### config.mk
export PLATFORM = sky130hd
export DESIGN_NAME = lector_teclado
export DESIGN_NICKNAME = d
export VERILOG_FILES = /design/src/rtl/keypad_pkg.sv /design/src/rtl/keypad_decode.sv /design/src/rtl/lector_teclado.sv
export SDC_FILE = /design/constraint.sdc
export NUM_CORES = 1
export LEC_CHECK = 0
export BUFFER_PORTS_ARGS = -buffer_cell sky130_fd_sc_hd__buf_2
export CAP_MARGIN = 10
export CORE_MARGIN = 2
export CORE_UTILIZATION = 30
export DETAILED_ROUTE_END_ITERATION = 7
export PLACE_DENSITY_LB_ADDON = 0.1
export SETUP_SLACK_MARGIN = 0.1
export SYNTH_ARGS = -nofsm -noshare
export SYNTH_HDL_FRONTEND = slang
export SYNTH_SLANG_ARGS = --single-unit
### constraint.sdc
create_clock -name clk -period 1.55 [get_ports clk]
set_clock_uncertainty 0.05 [all_clocks]
set_input_delay 0.155 -clock clk [delete_from_list [all_inputs] [get_ports clk]]
set_output_delay 0.155 -clock clk [all_outputs]
set_load 0.05 [all_outputs]
### src/rtl/keypad_pkg.sv
// Shared types, key constants, FSM encoding and the 4x4 keypad key map used by
// the keypad reader and its decoder.
package keypad_pkg;

    typedef logic [3:0] key_code_t;

    localparam key_code_t KEY_A    = 4'hA;
    localparam key_code_t KEY_B    = 4'hB;
    localparam key_code_t KEY_C    = 4'hC;
    localparam key_code_t KEY_D    = 4'hD;
    localparam key_code_t KEY_STAR = 4'hE;
    localparam key_code_t KEY_HASH = 4'hF;

    typedef enum logic [1:0] {
        IDLE     = 2'd0,
        CAPTURE  = 2'd1,
        DECODE   = 2'd2,
        WAIT_LOW = 2'd3
    } lector_state_t;

    // Indexed [row][column], both 0-based.
    localparam key_code_t KEY_MAP [4][4] = '{
        '{4'h1,     4'h2, 4'h3,     KEY_A},
        '{4'h4,     4'h5, 4'h6,     KEY_B},
        '{4'h7,     4'h8, 4'h9,     KEY_C},
        '{KEY_STAR, 4'h0, KEY_HASH, KEY_D}
    };

    function automatic logic is_digit(input key_code_t code);
        return (code <= 4'h9);
    endfunction

endpackage

### src/rtl/keypad_decode.sv
// Registered one-hot column/row to key-code decoder; flags whether both
// vectors were genuinely one-hot.
module keypad_decode
    import keypad_pkg::*;
#(
    parameter int WIDTH = 4
) (
    input  logic             clk,
    input  logic             rst,
    input  logic [WIDTH-1:0] i_col,
    input  logic [WIDTH-1:0] i_row,
    output key_code_t        o_code,
    output logic             o_valid_onehot
);

    localparam int IW = (WIDTH > 1) ? $clog2(WIDTH) : 1;

    logic [IW-1:0] w_col_idx;
    logic [IW-1:0] w_row_idx;

    function automatic logic is_onehot(input logic [WIDTH-1:0] v);
        return (v != '0) && ((v & (v - 1'b1)) == '0);
    endfunction

    // Position of the set bit; only meaningful when the vector is one-hot.
    always_comb begin
        w_col_idx = '0;
        w_row_idx = '0;
        for (int i = 0; i < WIDTH; i++) begin
            if (i_col[i]) begin
                w_col_idx = IW'(i);
            end else begin
                w_col_idx = w_col_idx;
            end
            if (i_row[i]) begin
                w_row_idx = IW'(i);
            end else begin
                w_row_idx = w_row_idx;
            end
        end
    end

    // Decode result register.
    always_ff @(posedge clk) begin
        if (rst) begin
            o_code         <= 4'h0;
            o_valid_onehot <= 1'b0;
        end else begin
            o_code         <= KEY_MAP[w_row_idx][w_col_idx];
            o_valid_onehot <= is_onehot(i_col) && is_onehot(i_row);
        end
    end

endmodule

### src/rtl/lector_teclado.sv
// Keypad reader: acknowledges the scanner handshake, decodes keys and builds a
// BCD entry number that is published on the enter (#) key.
module lector_teclado
    import keypad_pkg::*;
#(
    parameter int WIDTH      = 4,
    parameter int MAX_DIGITS = 3,
    parameter int ACK_RETRY  = 16
) (
    input  logic                                 clk,
    input  logic                                 rst,
    input  logic [WIDTH-1:0]                     pressed_col_in,
    input  logic [WIDTH-1:0]                     pressed_row_in,
    input  logic                                 pressed_valid,
    output logic                                 ack_read,
    output logic [3:0]                           key_code,
    output logic                                 key_strobe,
    output logic                                 key_error,
    output logic [4*MAX_DIGITS-1:0]              entry_bcd,
    output logic [$clog2(MAX_DIGITS+1)-1:0]      digit_count,
    output logic                                 overflow,
    output logic [4*MAX_DIGITS-1:0]              num_out,
    output logic                                 num_valid
);

    localparam int CW = $clog2(MAX_DIGITS + 1);
    localparam int RW = $clog2(ACK_RETRY + 1);

    lector_state_t          r_state;
    lector_state_t          w_next_state;
    logic [WIDTH-1:0]       r_col;
    logic [WIDTH-1:0]       r_row;
    key_code_t              w_dec_code;
    logic                   w_dec_valid;
    logic [RW-1:0]          r_retry;
    logic                   r_ack;
    key_code_t              r_key_code;
    logic                   r_key_strobe;
    logic                   r_key_error;
    logic [4*MAX_DIGITS-1:0] r_entry;
    logic [CW-1:0]          r_count;
    logic                   r_overflow;
    logic [4*MAX_DIGITS-1:0] r_num;
    logic                   r_num_valid;

    keypad_decode #(.WIDTH(WIDTH)) u_decode (
        .clk            (clk),
        .rst            (rst),
        .i_col          (r_col),
        .i_row          (r_row),
        .o_code         (w_dec_code),
        .o_valid_onehot (w_dec_valid)
    );

    // FSM state register.
    always_ff @(posedge clk) begin
        if (rst) begin
            r_state <= IDLE;
        end else begin
            r_state <= w_next_state;
        end
    end

    // FSM next-state logic.
    always_comb begin
        w_next_state = r_state;
        case (r_state)
            IDLE: begin
                if (pressed_valid) begin
                    w_next_state = CAPTURE;
                end else begin
                    w_next_state = IDLE;
                end
            end
            CAPTURE:  w_next_state = DECODE;
            DECODE:   w_next_state = WAIT_LOW;
            WAIT_LOW: begin
                if (!pressed_valid) begin
                    w_next_state = IDLE;
                end else begin
                    w_next_state = WAIT_LOW;
                end
            end
            default:  w_next_state = IDLE;
        endcase
    end

    // Latch the scanner vectors once, so later input changes cannot disturb the key.
    always_ff @(posedge clk) begin
        if (rst) begin
            r_col <= '0;
            r_row <= '0;
        end else if ((r_state == IDLE) && pressed_valid) begin
            r_col <= pressed_col_in;
            r_row <= pressed_row_in;
        end else begin
            r_col <= r_col;
            r_row <= r_row;
        end
    end

    // Handshake outputs, key reporting and the ack retry timer.
    always_ff @(posedge clk) begin
        if (rst) begin
            r_ack        <= 1'b0;
            r_key_code   <= 4'h0;
            r_key_strobe <= 1'b0;
            r_key_error  <= 1'b0;
            r_retry      <= '0;
        end else begin
            r_ack        <= 1'b0;
            r_key_strobe <= 1'b0;
            r_key_error  <= 1'b0;
            r_retry      <= '0;
            if (r_state == DECODE) begin
                r_ack <= 1'b1;
                if (w_dec_valid) begin
                    r_key_strobe <= 1'b1;
                    r_key_code   <= w_dec_code;
                end else begin
                    r_key_error  <= 1'b1;
                end
            end else if ((r_state == WAIT_LOW) && pressed_valid) begin
                // Scanner has not released yet: re-acknowledge every ACK_RETRY cycles.
                if (r_retry == RW'(ACK_RETRY - 1)) begin
                    r_ack   <= 1'b1;
                    r_retry <= '0;
                end else begin
                    r_retry <= r_retry + 1'b1;
                end
            end else begin
                r_retry <= '0;
            end
        end
    end

    // Entry buffer actions, applied the cycle after a valid key is reported.
    always_ff @(posedge clk) begin
        if (rst) begin
            r_entry     <= '0;
            r_count     <= '0;
            r_overflow  <= 1'b0;
            r_num       <= '0;
            r_num_valid <= 1'b0;
        end else begin
            r_num_valid <= 1'b0;
            if (r_key_strobe) begin
                if (is_digit(r_key_code)) begin
                    if (r_count < CW'(MAX_DIGITS)) begin
                        r_entry <= {r_entry[4*MAX_DIGITS-5:0], r_key_code};
                        r_count <= r_count + 1'b1;
                    end else begin
                        r_overflow <= 1'b1;
                    end
                end else if (r_key_code == KEY_STAR) begin
                    r_entry    <= '0;
                    r_count    <= '0;
                    r_overflow <= 1'b0;
                end else if ((r_key_code == KEY_HASH) && (r_count != '0)) begin
                    r_num       <= r_entry;
                    r_num_valid <= 1'b1;
                    r_entry     <= '0;
                    r_count     <= '0;
                    r_overflow  <= 1'b0;
                end else begin
                    r_entry <= r_entry;
                end
            end else begin
                r_entry <= r_entry;
            end
        end
    end

    assign ack_read    = r_ack;
    assign key_code    = r_key_code;
    assign key_strobe  = r_key_strobe;
    assign key_error   = r_key_error;
    assign entry_bcd   = r_entry;
    assign digit_count = r_count;
    assign overflow    = r_overflow;
    assign num_out     = r_num;
    assign num_valid   = r_num_valid;

endmodule

After elaboration in Yosys (flattened, before gate mapping)
Index checks and enable logic that the tools add are counted.
W data, S select, Z words.
{ "op_classes": {"n_lt_le_gt_ge": 4, "n_mux": 33, "bitwise": 9, "n_eq_ne": 8, "n_addsub": 4, "n_reduce_logical": 20} }
{ "op_table": {"columns": ["operator", "count"], "rows": [
  ["$mux W12", 4],
  ["$bmux W16 S2", 1],
  ["$mux W16", 2],
  ["$mux W2", 9],
  ["$mux W1", 13],
  ["$and A4 B4 Y4", 2],
  ["$bmux W4 S2", 1],
  ["$eq A4 B4 Y1 const B", 2],
  ["$logic_not A4 Y1", 2],
  ["$mux W4", 2],
  ["$pmux W2 S4", 1],
  ["$reduce_bool A4 Y1", 2],
  ["$reduce_or A4 Y1", 2],
  ["$sub A4 B1 Y4 const B", 2],
  ["$ge A3 B3 Y1 const B", 2],
  ["$logic_and A1 B1 Y1", 6],
  ["$not A2 Y3", 2],
  ["$reduce_and A3 Y1", 2],
  ["$add A5 B1 Y5 const B", 1],
  ["$eq A5 B4 Y1 const B", 1],
  ["$not A1 Y1", 5],
  ["$eq A2 B2 Y1 const B", 2],
  ["$le A4 B4 Y1 const B", 1],
  ["$reduce_and A4 Y1", 1],
  ["10 further kinds", 10]
]} }
{ "word_totals": {"wordCells": 93, "regBits": 55} }

Logic depth before layout (Yosys ltp)
{ "logic_depth": {"ltp_word": 10, "ltp_mapped": 6, "depth_no_buf": 6} }

Hierarchy
From an unflattened synthesis, not the netlist that was laid out.
{ "unflattened": {"hier_cells": 239, "hier_area_um2": 2267.2} }
{ "modules_own_cells": {"columns": ["mod", "seq_area_each_um2", "n_inst", "cells_per_inst", "area_per_inst_um2"], "rows": [
  ["lector_teclado", 1001.0, 1, 200, 1944.4],
  ["keypad_decode", 100.1, 1, 39, 322.8]
]} }

Worst setup path after synthesis
Ideal clock, no wire load.
{ "synth_path": {"path_type": "flip-flop to flip-flop", "from": "register r_count[0], in the netlist digit_count[0]", "to": "register r_entry[0], in the netlist entry_bcd[0]", "path_buffers": 1, "setup_ns": 0.130, "arrival_ns": 1.688, "setup_slack_ns": -0.318, "synth_period_minus_slack_ns": 1.868, "path_stages_with_launch": 7, "t_required_ns": 1.370, "cell_sequence": "dfxtp_1 > inv_1 > ha_1 > and2_1 > o2bb2ai_2 > buf_2 > o32ai_1"} }
{ "synth_via": {"elab_chain_len": 4, "elab_cells_between_ends": 6, "classes_between": "order compare: 1; eq/ne: 1; reduce/logical: 4"} }
{ "synth_lines": {"columns": ["item", "line_no", "text"], "rows": [
  ["start: declaration", "lector_teclado.sv:41", "logic [CW-1:0] r_count;"],
  ["start signal: assignment", "lector_teclado.sv:151", "r_count <= r_count + 1'b1;"],
  ["branches (longest 3 deep; another with $lt A2 B2 Y1)", null, null],
  ["$reduce_and A3 Y1 (no line) *", null, null],
  ["end signal: assignment", "lector_teclado.sv:150", "r_entry <= {r_entry[4*MAX_DIGITS-5:0], r_key_code};"],
  ["end signal: assignment", "lector_teclado.sv:166", "r_entry <= r_entry;"],
  ["end signal: assignment", "lector_teclado.sv:169", "r_entry <= r_entry;"],
  ["end: declaration", "lector_teclado.sv:40", "logic [4*MAX_DIGITS-1:0] r_entry;"]
]} }
Mark *: on every way between the ends.
A chain may end at the register's enable or synchronous reset.

Worst setup path in the final report
{ "layout_path": {"from": "register r_count[1], in the netlist digit_count[1]", "to": "register r_entry[1], in the netlist entry_bcd[1]"} }
Same word-level chain as after synthesis.

==> impl_results.md <==
- Net Switching: 0.613 mW
- Final Non-Filler Cells: 383
- RSZ-0062 raised after global routing: yes
- Leading cell type in the layout, fill and taps excluded: dfxtp_1
- Final Total Pwr: 2.46 mW
- First-pass GRT wire length: 7870 um
- Vias in the first global route: 1570
- CP Launch Type: flop
- Worst Setup End Kind: flop
- Most frequent cells in the layout: dfxtp_1, buf_2, nor2_1
- Die X: 91.3 um
- Async SR Flop Fraction: 0%
- Die ar.: 8330 sq um
- Routed WL: 4760 um
- Worst r2r src: digit_count[1]
- Grt ovf: 0
- Hold Buf Count CTS: 0
- Cell Rows: 31
- Layout cell share with drive strength beyond 1: 39.8%
- Die height: 91.3 um
- Worst Path Arrival: 1720 ps
- EDFF count, synth: 0
- Status: complete, no violations
- Hold path depth: 3
- Residual DRC: 0
- Worst R2R Setup Slack: 5 ps
- Peak VDD IR: 0.000317 V
- Post-Syn Nets: 249
- Final setup viols: 0
- Wire per inst: 12.4 um
- Routed vias/inst: 4.52
- DP Cell Count: 371
- Routed via count: 1733
- Cell area after layout: 2940 sq um
- Synthesized cell area: 2290 sq um
- P_leak: 1.16 nW
- Logic pwr share: 8.2%
- Pin count of the biggest net entering global routing: 25
- Gpl congestion: 0.704
- Detail Placement HPWL: 3330 um
- CTS H-Tree Depth: 2
- Final WS setup: 5.22 ps
- Yosys cell types: 46
- Worst-path clk slew: 100 ps
- Overall Global Routing Usage: 11.5%
- Int Pwr: 1.85 mW
- FF-to-FF path depth: 5
- Post-synthesis cell count: 234
- Post-layout minimum cycle time: 1540 ps
- Hold path start: pressed_col_in[3]
- Slew @ Worst Pin: 405 ps
- FMAX: 647 MHz
- WHS Endpoint: r_col[3]
- Initial antenna violation count: 0
- Layout area overhead: 28.6%
- Clock power frac: 31.6%
- Clk sink count: 55
- PwrDens: 838 nW/um^2
- Share of power burned in registers: 60.3%
- Max-slew violations: 0
- Post-place instance area: 2690 sq um
- Fin crit share: 99.7%
- Final nets: 298
- # fillers: 734
- Clock Latency Late Sink: 310 ps
- Sw Ratio: 24.9%
- Worst-case headroom to the max-slew limit: 73.0%
- Initial DRC Count: 60
- Register area share after synthesis: 48.2%
- Critical Path Fanout Max: 4
- #FFs+latches synth: 55
- IO buf count: 45
- CTS tree: built
- Number of antenna diodes: 0
- Detailed-router iteration count before antenna repair: 4
- CP Class: reg -> reg
- Final hold vios: 0
- Req. time, crit path: 1720 ps
- CTS buffer count: 5
- Clock Tree Root: clkbuf_8
- Mapped Avg Cell Area: 9.77 sq um
- Top-Level Pins: 46
- Remaining antenna violation count after routing: 0
- CP startpoint: digit_count[1]
- Effective utilization at floorplan: 31.2%
- Hold Crit Class: in -> reg
- CTS max path bufs: 2
- Post-synth top flop: dfxtp_1
- Synth Warn #: 0
- Core footprint: 7330 sq um
- Final Util: 40.1%
- Pre-CTS setup slack: 11.4 ps
- RR Endpoint: entry_bcd[1]
- Max cap viols: 0
critical path: stages (launching register included):
cell and delay (ps):
dfxtp_4 370, ha_4 160, and2b_2 250, nand2_4 70, or4b_1 480, o31ai_1 80
how the worst max path moves through the flow:
stage,endpoint,slack (ps)
2_1_floorplan,num_out[6],20
3_3_place_gp,entry_bcd[2],40
3_5_place_dp,entry_bcd[2],10
4_1_cts,entry_bcd[2],20
5_1_grt,entry_bcd[1],-30
6_report,entry_bcd[1],5
cells in the mapped netlist, types with 2 or more instances:
| master | count | area, sq um |
|---|---|---|
| mux2i_1 | 22 | 220 |
| xnor2_1 | 2 | 17.5 |
| nand3b_1 | 4 | 30.0 |
| nor2_2 | 10 | 62.6 |
| o32ai_1 | 9 | 78.8 |
| nor3_1 | 4 | 20.0 |
| nand2b_1 | 9 | 56.3 |
| nor2_1 | 34 | 128 |
| o31ai_1 | 3 | 22.5 |
| a21oi_1 | 10 | 50.1 |
| buf_2 | 5 | 25.0 |
| or4b_1 | 2 | 20.0 |
| clkbuf_1 | 7 | 26.3 |
| ha_1 | 4 | 50.1 |
| o21ai_0 | 2 | 10.0 |
| xor2_1 | 2 | 17.5 |
| inv_1 | 13 | 48.8 |
| dfxtp_1 | 55 | 1100 |
| nand3_1 | 3 | 15.0 |
| or3_1 | 3 | 18.8 |
| nand2_1 | 6 | 22.5 |
power groups by stage:
| stage | registers [mW] | clock network [mW] | logic [mW] |
|---|---|---|---|
| after floorplan | 1.50 | 0 | 0.166 |
| after global placement | 1.52 | 0 | 0.198 |
| after detailed placement | 1.52 | 0 | 0.199 |
| after CTS | 1.49 | 0.830 | 0.200 |
| after global routing | 1.49 | 0.876 | 0.227 |
| final | 1.48 | 0.778 | 0.201 |
registers in the layout, indices dropped and copies added, names as in the netlist:
name,cells
ack_read,1
digit_count,2
entry_bcd,12
key_code,4
key_error,1
key_strobe,1
num_out,12
num_valid,1
overflow,1
r_col,4
r_retry,5
r_row,4
r_state,2
u_decode.o_code,4
u_decode.o_valid_onehot,1
stage by stage:
| step | TNS, ps | hold WS, ps |
|---|---|---|
| 6_report | 0 | 21.7 |
| 4_1_cts | 0 | 17.5 |
| 3_3_place_gp | 0 | 336 |
| 3_5_place_dp | 0 | 344 |
| 5_1_grt | -55.2 | 29.9 |
| 2_1_floorplan | 0 | 244 |
kinds of logic after synthesis:
| group | share of synthesized area [%] |
|---|---|
| buffers and inverters | 6.84 |
| xor gates and xnor gates | 1.53 |
| DFF | 48.2 |
| muxes | 9.63 |
| adders and majority gates | 2.19 |
| and+or+nand+nor | 20.1 |
| AOI/OAI and AO/OA | 11.5 |
repair_timing:
item,4_1_cts,5_1_grt
setup buffers,2,2
pin swaps,3,4
endpoints found under the setup margin,8,23
hold endpoints to repair,0,0
resized for setup,4,24
layer usage:
metal | wire [um] | GRT usage [%]
met5 | 0 | 0
met4 | 63 | 3.41
met3 | 198 | 3.15
met2 | 2080 | 16.4
met1 | 2430 | 17.0
final cells by class:
cell class	count	area, sq um	share of cell area (%)
repair buffers	57	344	11.7
flip-flops and latches	55	1130	38.4
clock buffers	6	72.6	2.47
multi-input cells	150	1190	40.5
well taps	99	124	4.21
inverters	14	68.8	2.34
clock inverters	2	12.5	0.426
No activity file was read; power rests on OpenSTA's default activity.
